==> config.mk <==
export PLATFORM = sky130hd
export DESIGN_NAME = game_session_ctrl
export DESIGN_NICKNAME = d
export VERILOG_FILES = /design/src/rtl/game_pkg.sv /design/src/rtl/game_session_ctrl_btn_edge.sv /design/src/rtl/game_session_ctrl.sv
export SDC_FILE = /design/constraint.sdc
export NUM_CORES = 1
export LEC_CHECK = 0
export ABC_AREA = 0
export CORE_ASPECT_RATIO = 0.8
export CORE_MARGIN = 2
export CORE_UTILIZATION = 50
export DETAILED_ROUTE_END_ITERATION = 7
export GPL_TIMING_DRIVEN = 0
export PLACE_DENSITY = 0.8
export SETUP_SLACK_MARGIN = 0.5
export SLEW_MARGIN = 10
export SYNTH_ARGS = -nofsm -noshare
export SYNTH_HDL_FRONTEND = slang
export SYNTH_HIERARCHICAL = 1
export SYNTH_SLANG_ARGS = --single-unit
==> constraint.sdc <==
create_clock -name clk -period 1.9 [get_ports clk]
set_clock_uncertainty 0.05 [all_clocks]
set_input_delay 0.38 -clock clk [delete_from_list [all_inputs] [get_ports clk]]
set_output_delay 0.38 -clock clk [all_outputs]
set_load 0.005 [all_outputs]
==> src/rtl/game_pkg.sv <==
// Shared display codes, session states and helpers for the reaction-game family.
// Game modes and the session sequencer all decode the same 4-bit digit codes.
package game_pkg;

    localparam logic [3:0] CODE_IDLE    = 4'd0;
    localparam logic [3:0] CODE_TARGET1 = 4'd1;
    localparam logic [3:0] CODE_TARGET2 = 4'd2;
    localparam logic [3:0] CODE_TARGET3 = 4'd3;
    localparam logic [3:0] CODE_TARGET4 = 4'd4;
    localparam logic [3:0] CODE_RIGHT   = 4'd10;
    localparam logic [3:0] CODE_WRONG   = 4'd11;
    localparam logic [3:0] CODE_MENU    = 4'd12;

    typedef enum logic [1:0] {
        IDLE  = 2'b00,
        PLAY  = 2'b01,
        SCORE = 2'b10
    } session_state_t;

    // A result code is either of the two verdicts the game shows after a round.
    function automatic logic is_res(input logic [3:0] code);
        return (code == CODE_RIGHT) || (code == CODE_WRONG);
    endfunction

endpackage

==> src/rtl/game_session_ctrl_btn_edge.sv <==
// Registered rising-edge detector for a bank of synchronous button levels.
// The edge output is combinational from the live level and last cycle's level.
module btn_edge #(
    parameter int W = 4
) (
    input  logic         clk,
    input  logic         reset,
    input  logic [W-1:0] din,
    output logic [W-1:0] rise
);

    logic [W-1:0] din_q;

    always_ff @(posedge clk or posedge reset) begin
        if (reset) begin
            din_q <= '0;
        end else begin
            din_q <= din;
        end
    end

    assign rise = din & ~din_q;

endmodule

==> src/rtl/game_session_ctrl.sv <==
// Session sequencer around the reaction game: owns buttons and display digit,
// runs ROUNDS rounds, tallies right answers, then shows the final score.
module game_session_ctrl
    import game_pkg::*;
#(
    parameter int ROUNDS     = 5,
    parameter int SCORE_HOLD = 20_000_000,
    parameter int ABORT_HOLD = 30_000_000,
    parameter int CNT_W      = 25
) (
    input  logic       clk,
    input  logic       reset,
    input  logic [3:0] btn,
    input  logic [3:0] game_value,
    output logic       game_rst,
    output logic [3:0] game_btn,
    output logic [3:0] value,
    output logic [3:0] score,
    output logic       session_done
);

    localparam logic [3:0]       ROUNDS_C   = 4'(ROUNDS);
    localparam logic [CNT_W-1:0] SCORE_LAST = CNT_W'(SCORE_HOLD - 1);
    localparam logic [CNT_W-1:0] ABORT_LAST = CNT_W'(ABORT_HOLD - 1);
    localparam logic [3:0]       START_MASK = 4'b0001;

    session_state_t   state, state_next;
    logic [3:0]       value_next, score_next;
    logic [3:0]       round_cnt, round_next;
    logic [CNT_W-1:0] hold_cnt, hold_next;
    logic             done_next;
    logic [3:0]       gv_q;
    logic [3:0]       btn_rise;
    logic             btn1_rise;
    logic             all_held;
    logic             res_in, res_out;

    btn_edge #(.W(4)) u_btn_edge (
        .clk  (clk),
        .reset(reset),
        .din  (btn),
        .rise (btn_rise)
    );

    // btn1 is the start/skip button; the other edges are free for future modes.
    assign btn1_rise = |(btn_rise & START_MASK);
    assign all_held  = (btn == 4'b1111);
    assign res_in    = is_res(game_value) & ~is_res(gv_q);
    assign res_out   = is_res(gv_q) & ~is_res(game_value);

    assign game_rst  = (state != PLAY);
    assign game_btn  = (state == PLAY) ? btn : 4'b0000;

    always_ff @(posedge clk or posedge reset) begin
        if (reset) begin
            state        <= IDLE;
            value        <= CODE_MENU;
            score        <= 4'd0;
            session_done <= 1'b0;
            round_cnt    <= 4'd0;
            hold_cnt     <= '0;
            gv_q         <= 4'd0;
        end else begin
            state        <= state_next;
            value        <= value_next;
            score        <= score_next;
            session_done <= done_next;
            round_cnt    <= round_next;
            hold_cnt     <= hold_next;
            gv_q         <= game_value;
        end
    end

    always_comb begin
        state_next = state;
        value_next = value;
        score_next = score;
        round_next = round_cnt;
        hold_next  = hold_cnt;
        done_next  = 1'b0;

        case (state)
            IDLE: begin
                value_next = CODE_MENU;
                if (btn1_rise) begin
                    state_next = PLAY;
                    score_next = 4'd0;
                    round_next = 4'd0;
                    hold_next  = '0;
                end
            end

            PLAY: begin
                value_next = game_value;
                hold_next  = all_held ? hold_cnt + CNT_W'(1) : '0;
                // Abort wins over any result edge landing in the same cycle.
                if (all_held && (hold_cnt == ABORT_LAST)) begin
                    state_next = IDLE;
                    hold_next  = '0;
                end else begin
                    if (res_in && (round_cnt < ROUNDS_C)) begin
                        round_next = round_cnt + 4'd1;
                        if ((game_value == CODE_RIGHT) && (score < ROUNDS_C)) begin
                            score_next = score + 4'd1;
                        end
                    end
                    // Leave only when the last verdict disappears, so it is seen in full.
                    if (res_out && (round_cnt == ROUNDS_C)) begin
                        state_next = SCORE;
                        hold_next  = '0;
                        done_next  = 1'b1;
                    end
                end
            end

            SCORE: begin
                value_next = score;
                if ((hold_cnt == SCORE_LAST) || btn1_rise) begin
                    state_next = IDLE;
                    hold_next  = '0;
                end else begin
                    hold_next = hold_cnt + CNT_W'(1);
                end
            end

            default: begin
                state_next = IDLE;
                value_next = CODE_MENU;
                hold_next  = '0;
            end
        endcase
    end

endmodule
==> flow_metrics.py, run 1 <==
metrics = {
    "worst_setup_path": {
        "cp.required_ns": 2.04,
        "path_max_fanout": 5,
        "rrSetupSlack_ns": -0.32,
        "worstReg2RegEnd": "hold_cnt[23]",
        "crit_type": "register to register",
        "r2r_start": "hold_cnt[18]",
        "cp.arrival_ns": 2.36,
        "worst-r2r-cell-count": 8,
        "critPathCaptureType": "register",
        "cp-start-kind": "register",
    },
    "timing": {
        "hold_viol": 0,
        "finalSetupViolations": 38,
        "worstMarginPinSlew_ns": 0.545,
        "setup_tns_ns": -6.84,
        "max-slew-margin-rel_pct": 63.6,
        "min_period_ns": 2.22,
        "post-route-worst-setup-slack_ns": -0.316,
        "finalCritPeriodShare_pct": 117,
        "slew_violations": 0,
        "fmax_ghz": 0.451,
        "grt_setup_unrepaired": "yes",
    },
    "yosys": {
        "syn_avg_cell_area_um2": 9.54,
        "synth_warnings": 6,
        "syn-cell-area_um2": 2610,
        "syn_inst": 274,
        "synth_nets": 293,
    },
    "power": {
        "power_density_nw_per_um2": 759,
        "p_leak_nw": 1.60,
        "ir_drop_v": 0.000609,
    },
    "cells_and_area": {
        "nNetsFinal": 374,
        "final_cells": 418,
        "area_delta_synth_final_pct": 46.4,
        "fin_util_pct": 76.0,
        "antenna_cells": 0,
        "drive_above_1_share_pct": 45.2,
    },
    "clocking": {
        "cts_buffers": 5,
        "clk_pin_slew_ns": 0.09,
        "clk_latency_ns": 0.31,
        "cts_tree": "yes",
        "htreeDepth": 2,
        "root_buffer": "clkbuf_8",
        "clock_sinks": 44,
        "ctsHoldBuffers": 0,
        "clockBufferDepth": 2,
    },
    "routing": {
        "drc": 0,
        "ant_nets": 0,
        "vias": 2742,
        "firstDrtPassIters": 6,
        "initialDrtViolationCount": 444,
        "wirelength_um": 9060,
        "wl_per_cell_um": 21.7,
        "viasPerCell": 6.56,
    },
    "worst_hold_path": {
        "hold_depth": 1,
        "min_from": "game_value[2]",
        "whs_endpoint": "gv_q[2]",
        "hold_class": "primary input to register",
    },
    "placement": {
        "dp_slack_ns": -0.772,
        "place_inst": 359,
        "gp_congestion": 0.921,
        "io_buffers": 23,
        "dp_hpwl_um": 4720,
    },
    "job": {
        "maxCapViolCount": 0,
    },
    "die": {
        "die_area_um2": 5830,
        "dieWidth_um": 84.8,
        "std_cell_rows": 23,
        "die_h_um": 68.7,
        "initial_core_util_pct": 51.9,
        "core_um2": 5040,
        "ioPinCount": 24,
    },
    "run_status": {
        "violations": "setup timing",
        "outcome": "finished with violations",
    },
    "global_routing": {
        "grt_pass1_wl_um": 12800,
        "grt_usage_pct": 29.5,
        "overflow": 0,
        "antenna_found_initial": 0,
        "grt_max_degree": 44,
        "grt_pass1_vias": 2500,
    },
}
[worst max path at each step]
stage	startpoint	depth (start not counted)	slack [ns]	end
after detailed placement	game_value[3]	7	-0.77	score[2]
after global placement	game_value[3]	7	-0.74	score[2]
after CTS	hold_cnt[0]	8	-0.19	hold_cnt[4]
final	hold_cnt[18]	8	-0.32	hold_cnt[23]
after global routing	hold_cnt[18]	8	-0.37	hold_cnt[23]
after floorplan	hold_cnt[0]	8	-0.13	hold_cnt[3]
[state kept, by name, summed over array words and instances, names as in the netlist]
name and count:
gv_q 3, hold_cnt 25, round_cnt 4, score 4, session_done 1, state 2, u_btn_edge/din_q 1, value 4
[cell usage in the layout, fill, tap and decap left out, types with 4 or more instances in the layout]
cell,count
a21oi_1,4
dlygate4sd2_1,8
ha_4,5
inv_1,9
buf_2,5
buf_6,24
o21ai_1,6
dfrtp_1,34
a22o_1,8
buf_4,35
nand4_1,5
o21ai_0,6
clkbuf_8,6
ha_1,4
nand2_1,29
nor3_1,10
nor2_1,18
o21ai_2,5
nand3_2,4
dfrtp_2,8
o31ai_2,5
nand3_1,8
o32ai_2,4
[cell type report]
| class | count | area, um^2 |
|---|---|---|
| multi-input combinational | 206 | 1750 |
| fill | 301 | 1210 |
| tap | 62 | 77.6 |
| inverter | 13 | 55.1 |
| timing repair buffer | 73 | 639 |
| buffer | 11 | 105 |
| clock buffer | 8 | 80.1 |
| sequential | 44 | 1110 |
| timing repair inverter | 1 | 7.51 |
[critical path, stage by stage, from the launching register on]
cell       delay, ns
dfrtp_1         0.45
nand4bb_1       0.35
nor2_1          0.20
a41o_1          0.29
buf_6           0.16
o211ai_1        0.14
buf_4           0.21
o211ai_1        0.13
o31ai_4         0.11
[timing repair]
item | CTS | global route
gates resized for setup | 113 | 53
gates cloned | 2 | 1
buffers inserted | 36 | 12
pin swaps | 23 | 16
setup endpoints to repair | 52 | 55
[metrics by stage]
step	area, um^2	hold slack [ns]	total power [W]
2_1_floorplan	2670	0.0587	0.00152
3_3_place_gp	2980	0.450	0.00181
3_5_place_dp	2980	0.456	0.00183
4_1_cts	3500	0.244	0.00266
5_1_grt	3830	0.293	0.00301
6_report	3830	0.292	0.00291
[routing by layer]
metal	wire (um)	vias up	track usage, %
li1	-	1181	-
met1	3550	1342	38.1
met2	4330	196	47.7
met3	947	23	8.93
met4	229	0	10.9
met5	0	-	0
[report_power, final]
part | switching (W) | total, W | internal, W | leakage, nW
sequential | 0.0000255 | 0.00102 | 0.000996 | 0.583
combinational | 0.000705 | 0.00130 | 0.000595 | 0.979
clock | 0.000323 | 0.000584 | 0.000262 | 0.0395
Note: power is estimated with default switching activity, not from simulation.
==> run 2, diff against run 1 <==
--- a/config.mk
+++ b/config.mk
@@ -12,7 +12,7 @@
 export DETAILED_ROUTE_END_ITERATION = 7
 export GPL_TIMING_DRIVEN = 0
 export PLACE_DENSITY = 0.8
-export SETUP_SLACK_MARGIN = 0.5
+export SETUP_SLACK_MARGIN = 0.1
 export SLEW_MARGIN = 10
 export SYNTH_ARGS = -nofsm -noshare
 export SYNTH_HDL_FRONTEND = slang
==> flow_metrics.py, run 2 (same netlist as run 1, synthesis figures left out) <==
metrics = {
    "power": {
        "power_frac_seq_pct": 33.7,
        "finalPower_w": 0.00305,
        "combPwrFrac_pct": 37.7,
        "p_int_w": 0.00201,
        "power_switching_w": 0.00104,
        "power_density_nw_per_um2": 802,
        "power_frac_clock_pct": 28.6,
        "ir_drop_v": 0.000692,
        "sw_frac_of_total_pct": 34.0,
        "p_leak_nw": 1.55,
    },
    "die": {
        "dieWidth_um": 84.8,
        "initial_core_util_pct": 51.9,
        "core_um2": 5040,
        "std_cell_rows": 23,
        "die_h_um": 68.7,
        "ioPinCount": 24,
        "die_area_um2": 5830,
    },
    "routing": {
        "firstDrtPassIters": 5,
        "ant_nets": 0,
        "vias": 2771,
        "wl_per_cell_um": 22.8,
        "drc": 0,
        "viasPerCell": 6.73,
        "wirelength_um": 9400,
        "initialDrtViolationCount": 374,
    },
    "clocking": {
        "cts_buffers": 5,
        "clk_pin_slew_ns": 0.09,
        "clockBufferDepth": 2,
        "cts_tree": "yes",
        "clk_latency_ns": 0.31,
        "htreeDepth": 2,
        "root_buffer": "clkbuf_8",
        "clock_sinks": 44,
    },
    "run_status": {
        "violations": "setup timing",
        "outcome": "finished with violations",
    },
    "worst_setup_path": {
        "cp-start-kind": "register",
        "cp_common_cell": "inv_1",
        "slowest_stage": "dfrtp_1",
        "cp.required_ns": 2.07,
        "r2r_start": "state[0]",
        "critPathCaptureType": "register",
        "crit_type": "register to register",
        "critPathLaunch": "state[0]",
        "path_cells": "inv_1 > ha_4 > inv_1 > a211o_1 > o21a_4 > or2_4 > buf_8 > o32ai_4",
        "max_stage_delay_ns": 0.38,
        "path_max_fanout": 5,
        "cp.arrival_ns": 2.39,
    },
    "timing": {
        "slew_violations": 0,
        "min_period_ns": 2.22,
        "post-route-worst-setup-slack_ns": -0.324,
        "grt_setup_unrepaired": "yes",
        "worstMarginPinSlew_ns": 0.609,
        "fmax_ghz": 0.450,
        "finalCritPeriodShare_pct": 117,
        "max-slew-margin-rel_pct": 59.4,
        "finalSetupViolations": 34,
        "hold_viol": 0,
    },
    "global_routing": {
        "grt_usage_pct": 32.1,
        "grt_pass1_wl_um": 13800,
        "grt_pass1_vias": 2659,
        "overflow": 0,
        "grt_max_degree": 25,
        "antenna_found_initial": 0,
    },
    "cells_and_area": {
        "post-route-cell-area_um2": 3800,
        "top_register": "hold_cnt",
        "ff_latch_area_um2": 1110,
        "nNetsFinal": 368,
        "drive_above_1_share_pct": 41.4,
        "multiInputGateArea_um2": 1760,
        "final_cell_mix": "37 x buf_4, 34 x dfrtp_1, 29 x nand2_1",
        "area_delta_synth_final_pct": 45.4,
        "antenna_cells": 0,
        "fillers": 306,
        "largest_reg_flops": 25,
        "final_common_cell": "buf_4",
    },
    "job": {
        "maxCapViolCount": 0,
    },
    "placement": {
        "io_buffers": 23,
        "place_area_um2": 2990,
        "dp_hpwl_um": 4740,
        "gp_congestion": 0.921,
    },
    "worst_hold_path": {
        "hold_class": "primary input to asynchronous set/reset pin",
    },
}
[run 2: timing repair]
action                     CTS  global route
pin swaps                   25            10
gates resized for setup     81            31
buffers inserted            31            11
hold buffers                 0             0
gates cloned                 2             0
setup endpoints to repair   40            42
[run 2: layer usage]
layer  GRT usage, %  part of all wire [%]  up-vias  wire length [um]
met5              0                     0        -                 0
met4           13.7                   4.7        0               440
met3           8.81                    10       59               979
met2           53.2                    47      198              4430
met1           40.3                    38     1347              3550
li1               -                     -     1167                 -
[run 2: area by class of cell]
| type | count | area share (%) |
|---|---|---|
| clock buffers | 6 | 1.91 |
| multi-input cells | 207 | 46.3 |
| flip-flops and latches | 44 | 29.3 |
| plain buffers | 11 | 2.63 |
| well taps | 62 | 2.04 |
| inverters | 13 | 1.28 |
| clock inverters | 2 | 1.58 |
| repair buffers | 67 | 15.0 |
[run 2: worst paths after layout]
kind                       slack, ns             endpoint  depth (start not counted)
hold / removal                  0.22  u_btn_edge/din_q[0]                          2
hold reg to reg                 0.51             state[0]                          2
min in group clk                0.29              gv_q[3]                          1
max in group asynchronous       0.82             value[3]                          3
setup reg to reg               -0.32         hold_cnt[10]                          8
setup / recovery               -0.32         hold_cnt[10]                          8
[run 2: through the flow]
stage / cells / util [%] / hold WS (ns) / setup TNS, ns / setup WS (ns)
floorplan: 274 / - / 0.0587 / -1.16 / -0.128
global placement: 359 / 58.9 / 0.451 / -39.68 / -0.734
detailed placement: 360 / 59.4 / 0.458 / -20.93 / -0.737
CTS: 401 / 71.8 / 0.202 / -3.91 / -0.232
global route: 412 / 75.5 / 0.212 / -9.58 / -0.390
finish: 412 / 75.5 / 0.216 / -7.81 / -0.324
[run 2: power groups by stage]
stage	Clock [W]	Combinational, W	Sequential [W]
global route	0.000916	0.00120	0.00103
floorplan	0	0.000468	0.00104
detailed placement	0	0.000775	0.00104
finish	0.000871	0.00115	0.00103
global placement	0	0.000749	0.00104
CTS	0.000863	0.00101	0.00103
[run 2: critical path, delay by kind of cell (launching register included)]
family / cells / cell delay [ns]
adders and majority gates: 1 / 0.32
buffers and inverters: 3 / 0.36
AOI/OAI and AO/OA: 3 / 0.75
DFF: 1 / 0.38
and+or+nand+nor: 1 / 0.27
